==> src/rtl/bcd_counter_scanner.sv <==
// Four-digit BCD up/down counter with load clamping, one-cycle wrap pulse and a
// free-running digit scanner that drives active-low anodes and the selected nibble.
module bcd_counter_scanner #(
  parameter int unsigned SCAN_DIV = 1000
) (
  input  logic        clk,
  input  logic        rst,
  input  logic        cnt_en,
  input  logic        up,
  input  logic        load,
  input  logic [15:0] load_val,
  output logic [15:0] value,
  output logic        carry,
  output logic        digit_w,
  output logic        digit_x,
  output logic        digit_y,
  output logic        digit_z,
  output logic [3:0]  an
);

  localparam logic [15:0] SCAN_LAST = 16'(SCAN_DIV - 1);

  logic [15:0] value_q, value_d;
  logic        carry_q, carry_d;
  logic [15:0] scan_cnt_q, scan_cnt_d;
  logic [1:0]  scan_idx_q, scan_idx_d;

  logic [15:0] load_clamped;
  logic [15:0] count_val;
  logic [4:0]  ripple;

  // ripple[i] is high when every digit below i sits at its wrap point (9 up, 0 down)
  assign ripple[0] = 1'b1;

  generate
    for (genvar gi = 0; gi < 4; gi++) begin : g_digit
      logic [3:0] ld_nib;
      logic [3:0] cur_nib;
      logic       at_edge;

      assign ld_nib  = load_val[gi*4 +: 4];
      assign cur_nib = value_q[gi*4 +: 4];
      assign at_edge = up ? (cur_nib == 4'd9) : (cur_nib == 4'd0);

      assign load_clamped[gi*4 +: 4] = (ld_nib > 4'd9) ? 4'd9 : ld_nib;
      assign ripple[gi+1] = ripple[gi] & at_edge;

      always_comb begin
        count_val[gi*4 +: 4] = cur_nib;
        if (ripple[gi]) begin
          if (up) count_val[gi*4 +: 4] = at_edge ? 4'd0 : cur_nib + 4'd1;
          else    count_val[gi*4 +: 4] = at_edge ? 4'd9 : cur_nib - 4'd1;
        end
      end
    end
  endgenerate

  always_comb begin
    value_d = value_q;
    carry_d = 1'b0;
    if (load) begin
      value_d = load_clamped;
    end else if (cnt_en) begin
      value_d = count_val;
      carry_d = ripple[4];
    end
  end

  always_comb begin
    scan_cnt_d = scan_cnt_q + 16'd1;
    scan_idx_d = scan_idx_q;
    if (scan_cnt_q == SCAN_LAST) begin
      scan_cnt_d = 16'd0;
      scan_idx_d = scan_idx_q + 2'd1;
    end
  end

  always_ff @(posedge clk) begin
    if (rst) begin
      value_q    <= 16'h0000;
      carry_q    <= 1'b0;
      scan_cnt_q <= 16'd0;
      scan_idx_q <= 2'd0;
    end else begin
      value_q    <= value_d;
      carry_q    <= carry_d;
      scan_cnt_q <= scan_cnt_d;
      scan_idx_q <= scan_idx_d;
    end
  end

  assign value = value_q;
  assign carry = carry_q;
  assign an    = ~(4'b0001 << scan_idx_q);
  assign {digit_w, digit_x, digit_y, digit_z} = value_q[{scan_idx_q, 2'b00} +: 4];

endmodule

==> config.mk <==
export PLATFORM = sky130hd
export DESIGN_NAME = bcd_counter_scanner
export DESIGN_NICKNAME = d
export VERILOG_FILES = /design/src/rtl/bcd_counter_scanner.sv
export SDC_FILE = /design/constraint.sdc
export NUM_CORES = 1
export LEC_CHECK = 0
export ABC_AREA = 1
export CAP_MARGIN = 40
export CORE_MARGIN = 3
export CORE_UTILIZATION = 40
export DETAILED_ROUTE_END_ITERATION = 8
export MAX_ROUTING_LAYER = met4
export RECOVER_POWER = 25
export SKIP_CTS_REPAIR_TIMING = 1
export SYNTH_ARGS = -nofsm -noshare
export SYNTH_HDL_FRONTEND = slang
export SYNTH_SLANG_ARGS = --single-unit
==> constraint.sdc <==
create_clock -name clk -period 1.9 [get_ports clk]
set_input_delay 0.38 -clock clk [delete_from_list [all_inputs] [get_ports clk]]
set_output_delay 0.38 -clock clk [all_outputs]
set_load 0.05 [all_outputs]
# [Word level (Yosys, flattened, before mapping)]
# Cells that the tools add are included.
[totals] ff_bits=35 latch_bits=0 mem_bits_rw=0 rom_bits=0 mem_count=0
[classes] addsub=10 mul=0 div=0 order_cmp=4 n_eq_ne=5 n_shift=2 mux=25 bitwise=5 reduce_logical=13
[op_table] operator="4-bit two-way mux" n=19
[op_table] operator="16-bit two-way mux" n=2
[op_table] operator="16-bit by 1-bit adder with 16-bit output (second input constant)" n=1
[op_table] operator="4-bit by 1-bit adder with 4-bit output (second input constant)" n=4
[op_table] operator="16-bit by 10-bit equality test with 1-bit output (second input constant)" n=1
[op_table] operator="4-bit equality test (second input constant)" n=4
[op_table] operator="4-bit > comparator (second input constant)" n=4
[op_table] operator="4-bit logical NOT" n=4
[op_table] operator="16-bit by 5-bit indexed part select with 4-bit output" n=1
[op_table] operator="4-bit by 1-bit subtractor with 4-bit output (second input constant)" n=4
[op_table] operator="2-bit nonzero test" n=4
[op_table] operator="2-bit AND reduction" n=3
[op_table] operator="1-bit two-way mux" n=4
[op_table] operator="4-bit inverter" n=1
[op_table] operator="1-bit by 2-bit << shifter with 4-bit output (first input constant)" n=1
[op_table] operator="1-bit bitwise AND" n=3
[op_table] operator="3-bit OR reduction" n=1
[op_table] operator="2-bit by 1-bit adder with 2-bit output (second input constant)" n=1
[op_table] operator="2-bit OR reduction" n=1
[op_table] operator="1-bit inverter" n=1

# [Longest topological paths before layout]
[depth] word_depth=7 mapped_depth=12 ltp_nobuf=12

# [Worst setup path after synthesis]
# No wires, ideal clock.
[synth_timing] kind="flip-flop to output port" from="register value_q[4] (netlist: value[4])" to="output digit_z" t_arrival_ns=1.893 required_time_ns=1.520 slack_ns=-0.373 path_stages_with_launch=5 n_path_buf=0 cell_sequence="dfxtp_1 -> inv_1 -> o21ai_0 -> a21oi_1 -> a21oi_1"
[synth_via] elab_chain_cells=1
[synth_rtl] item="start, declared" line="23" text="logic [15:0] value_q, value_d;"
[synth_rtl] item="start signal, assigned" line="85" text="value_q <= value_d;"
[synth_rtl] item="16-bit by 5-bit indexed part select with 4-bit output" line="95" text="assign {digit_w, digit_x, digit_y, digit_z} = value_q[{scan_idx_q, 2'b00} +: 4];"
[synth_rtl] item="end, declared" line="17" text="output logic digit_z,"
# Every way passes these cells.

# [Worst setup path in the final report]
[layout_timing] from="register value_q[6] (netlist: value[6])" to="output digit_x"
[layout_via] elab_chain_cells=1
[layout_rtl] item="16-bit by 5-bit indexed part select with 4-bit output" line="95"
[layout_rtl] item="end, declared" line="15" text="output logic digit_x,"
# Every way passes these cells.

==> impl_metrics.toml <==
[grt]
grt_start_max_net_pins = 17
grt_util_all_layers_pct = 19.5
antenna_found_initial = 0
overflow = 0
grt_pass1_vias = 2601
grt_pass1_wl_mm = 11.6

[route]
drc = 0
wl_per_cell_um = 12.5
wirelength_mm = 6.82
viasPerCell = 5.03
drt_iter0_drc = 120
drt_pass1_iterations = 5
vias = 2736
drtAntennaViolNets = 0

[clock_tree]
clkSinkCount = 35
root_buffer = "clkbuf_8"
clk_latency_ns = 0.29
cts_buffers = 5
htreeDepth = 2
clock_path_buffers = 2
cts_tree = "yes"
clkTransAtPathRegs_ns = 0.08

[synthesis]
synthTopCellsByArea = "dfxtp_1 (27%), nand2_1 (12%), ha_1 (8.2%)"
ys_seq_area_share_pct = 26.9
ys_warn_count = 0
synth_top_area_cell = "dfxtp_1"
yosys.area.top_type_share_pct = 26.9
avgSynthCellArea_um2 = 6.51
ys_ff_latch = 35
syn-instance-count = 400
ys_types = 34
syn-num-nets = 438
synth_area_um2 = 2600

[sta]
relSlewSlack_pct = 59.8
fin_setup_tns_ns = 0
rsz0062_at_grt = "false"
timing.final.hold_violations = 0
layout_min_cycle_time_ns = 1.80
fmax_mhz = 557
post-route-period-util_pct = 94.5
drv_slew = 0
finalClockSkew_ns = 0.00894
setup_viol = 0
worstMarginPinSlew_ns = 0.606

[min_path]
hp-class = "reg -> reg"

[power]
powerDensity_nw_per_um2 = 651
power_mw = 2.25
leakage_nw = 1.58
ir_worst_vdd_uv = 457

[placement]
place.gp.congestion = 0.867
dp.final_hpwl_mm = 5.39
io_buffers = 45

[finish]
drive_above_1_share_pct = 17.1
final_nets = 506
insertedDiodeCount = 0
areaGrowthSynthToFinish_pct = 32.7

[setup_path]
crit_required_ns = 1.52
startpoint_type = "register"
end_kind = "output port"
critical_path_class = "reg -> out"
rrSetupSlack_ns = 0.26
critPathMaxFanout = 7
cp.arrival_ns = 1.42

[floorplan]
die_area_um2 = 7510
core_area_um2 = 6100
initial_core_util_pct = 42.7
die_h_um = 86.7
num_rows = 28
boundaryPins = 46
die_w_um = 86.7

[status]
outcome = "finished, final reports clean"

[run]
max-cap-violations = 0
==> final timing paths <==
check                      startpoint                        to  cells after the start
max             value[6]$_SDFFE_PP0P_                   digit_x                      5
min          scan_cnt_q[0]$_SDFF_PP0_  scan_cnt_q[0]$_SDFF_PP0_                      1
max reg2reg     value[0]$_SDFFE_PP0P_     value[0]$_SDFFE_PP0P_                     10
min reg2reg  scan_cnt_q[0]$_SDFF_PP0_  scan_cnt_q[0]$_SDFF_PP0_                      1
==> power breakdown <==
part	leakage, nW	switching [mW]	total (mW)	internal, mW
Sequential	0.288	0.0535	0.827	0.774
Combinational	1.23	0.463	0.738	0.275
Clock	0.0581	0.292	0.683	0.391
==> cells by family (layout without fill, tap and decap cells) <==
kind of cell,Yosys count,count (layout),share of synthesized area [%]
and+or+nand+nor,196,196,34.9
AOI/OAI and AO/OA,71,71,14.5
buffers and inverters,66,135,10.5
DFF,35,35,26.9
adders and majority gates,17,17,8.17
xor gates and xnor gates,15,15,5.05
==> metal layers <==
layer	part of all wire [%]	vias up	global-route usage (%)
met5	0	-	-
met4	0.85	0	4.96
met3	4.6	8	3.23
met2	45	73	30.9
met1	49	1225	25.9
li1	-	1430	-
==> worst max-delay path, stage by stage, from the launching register on <==
cell and delay [ns]:
dfxtp_2 0.41, inv_1 0.10, o21ai_0 0.17, a21oi_1 0.08
a21oi_2 0.20, buf_12 0.16
==> through the flow <==
step	area, um^2	hold slack (ns)	setup WS, ns	util (%)	std cells
finish	3450	0.454	0.104	56.7	544
global route	3450	0.497	0.00423	56.7	544
CTS	3450	0.459	-0.0128	56.5	539
detailed placement	3330	0.445	-0.0814	54.7	531
global placement	3330	0.435	-0.0356	54.7	531
floorplan	2640	0.418	0.0274	-	400
==> cells in the final DEF, fill, tap and decap left out, drive strengths merged, types with 16 or more instances in the layout <==
master and n:
nand2 93, inv 53, nor2 47, buf 37, a21oi 36, dfxtp 35, nand3 32, o21ai 29
clkdlybuf4s50 21, ha 17, clkbuf 16
==> state kept, by name, summed over array words and instances, names as in the netlist <==
signal      flops
scan_cnt_q     16
value          16
scan_idx_q      2
carry           1
==> cell type report <==
| cell class | count | area, um^2 |
|---|---|---|
| clock inverter | 3 | 43.8 |
| multi-input combinational | 299 | 1670 |
| inverter | 56 | 218 |
| tap | 75 | 93.8 |
| timing repair inverter | 2 | 12.5 |
| timing repair buffer | 69 | 642 |
| clock buffer | 5 | 68.8 |
| fill | 605 | 2640 |
| sequential | 35 | 708 |
==> Yosys cell counts <==
library cell	instances
nand2_1	86
inv_1	51
nor2_1	42
a21oi_1	36
dfxtp_1	35
nand3_1	32
o21ai_0	27
ha_1	17
xor2_1	12
nand4_1	10
nor2_2	5
nor3_1	5
a31oi_1	4
buf_4	4
nand2_2	4
inv_2	3
nand2_4	3
xnor2_1	3
clkbuf_1	2
clkbuf_2	2
clkinv_1	2
nor3b_1	2
or2_2	2
buf_2	1
buf_6	1
nand4_2	1
nand4_4	1
nor3_4	1
nor4_1	1
o211ai_1	1
o21ai_1	1
o21ai_4	1
o21bai_1	1
or2_0	1
No activity file was read; power rests on OpenSTA's default activity.
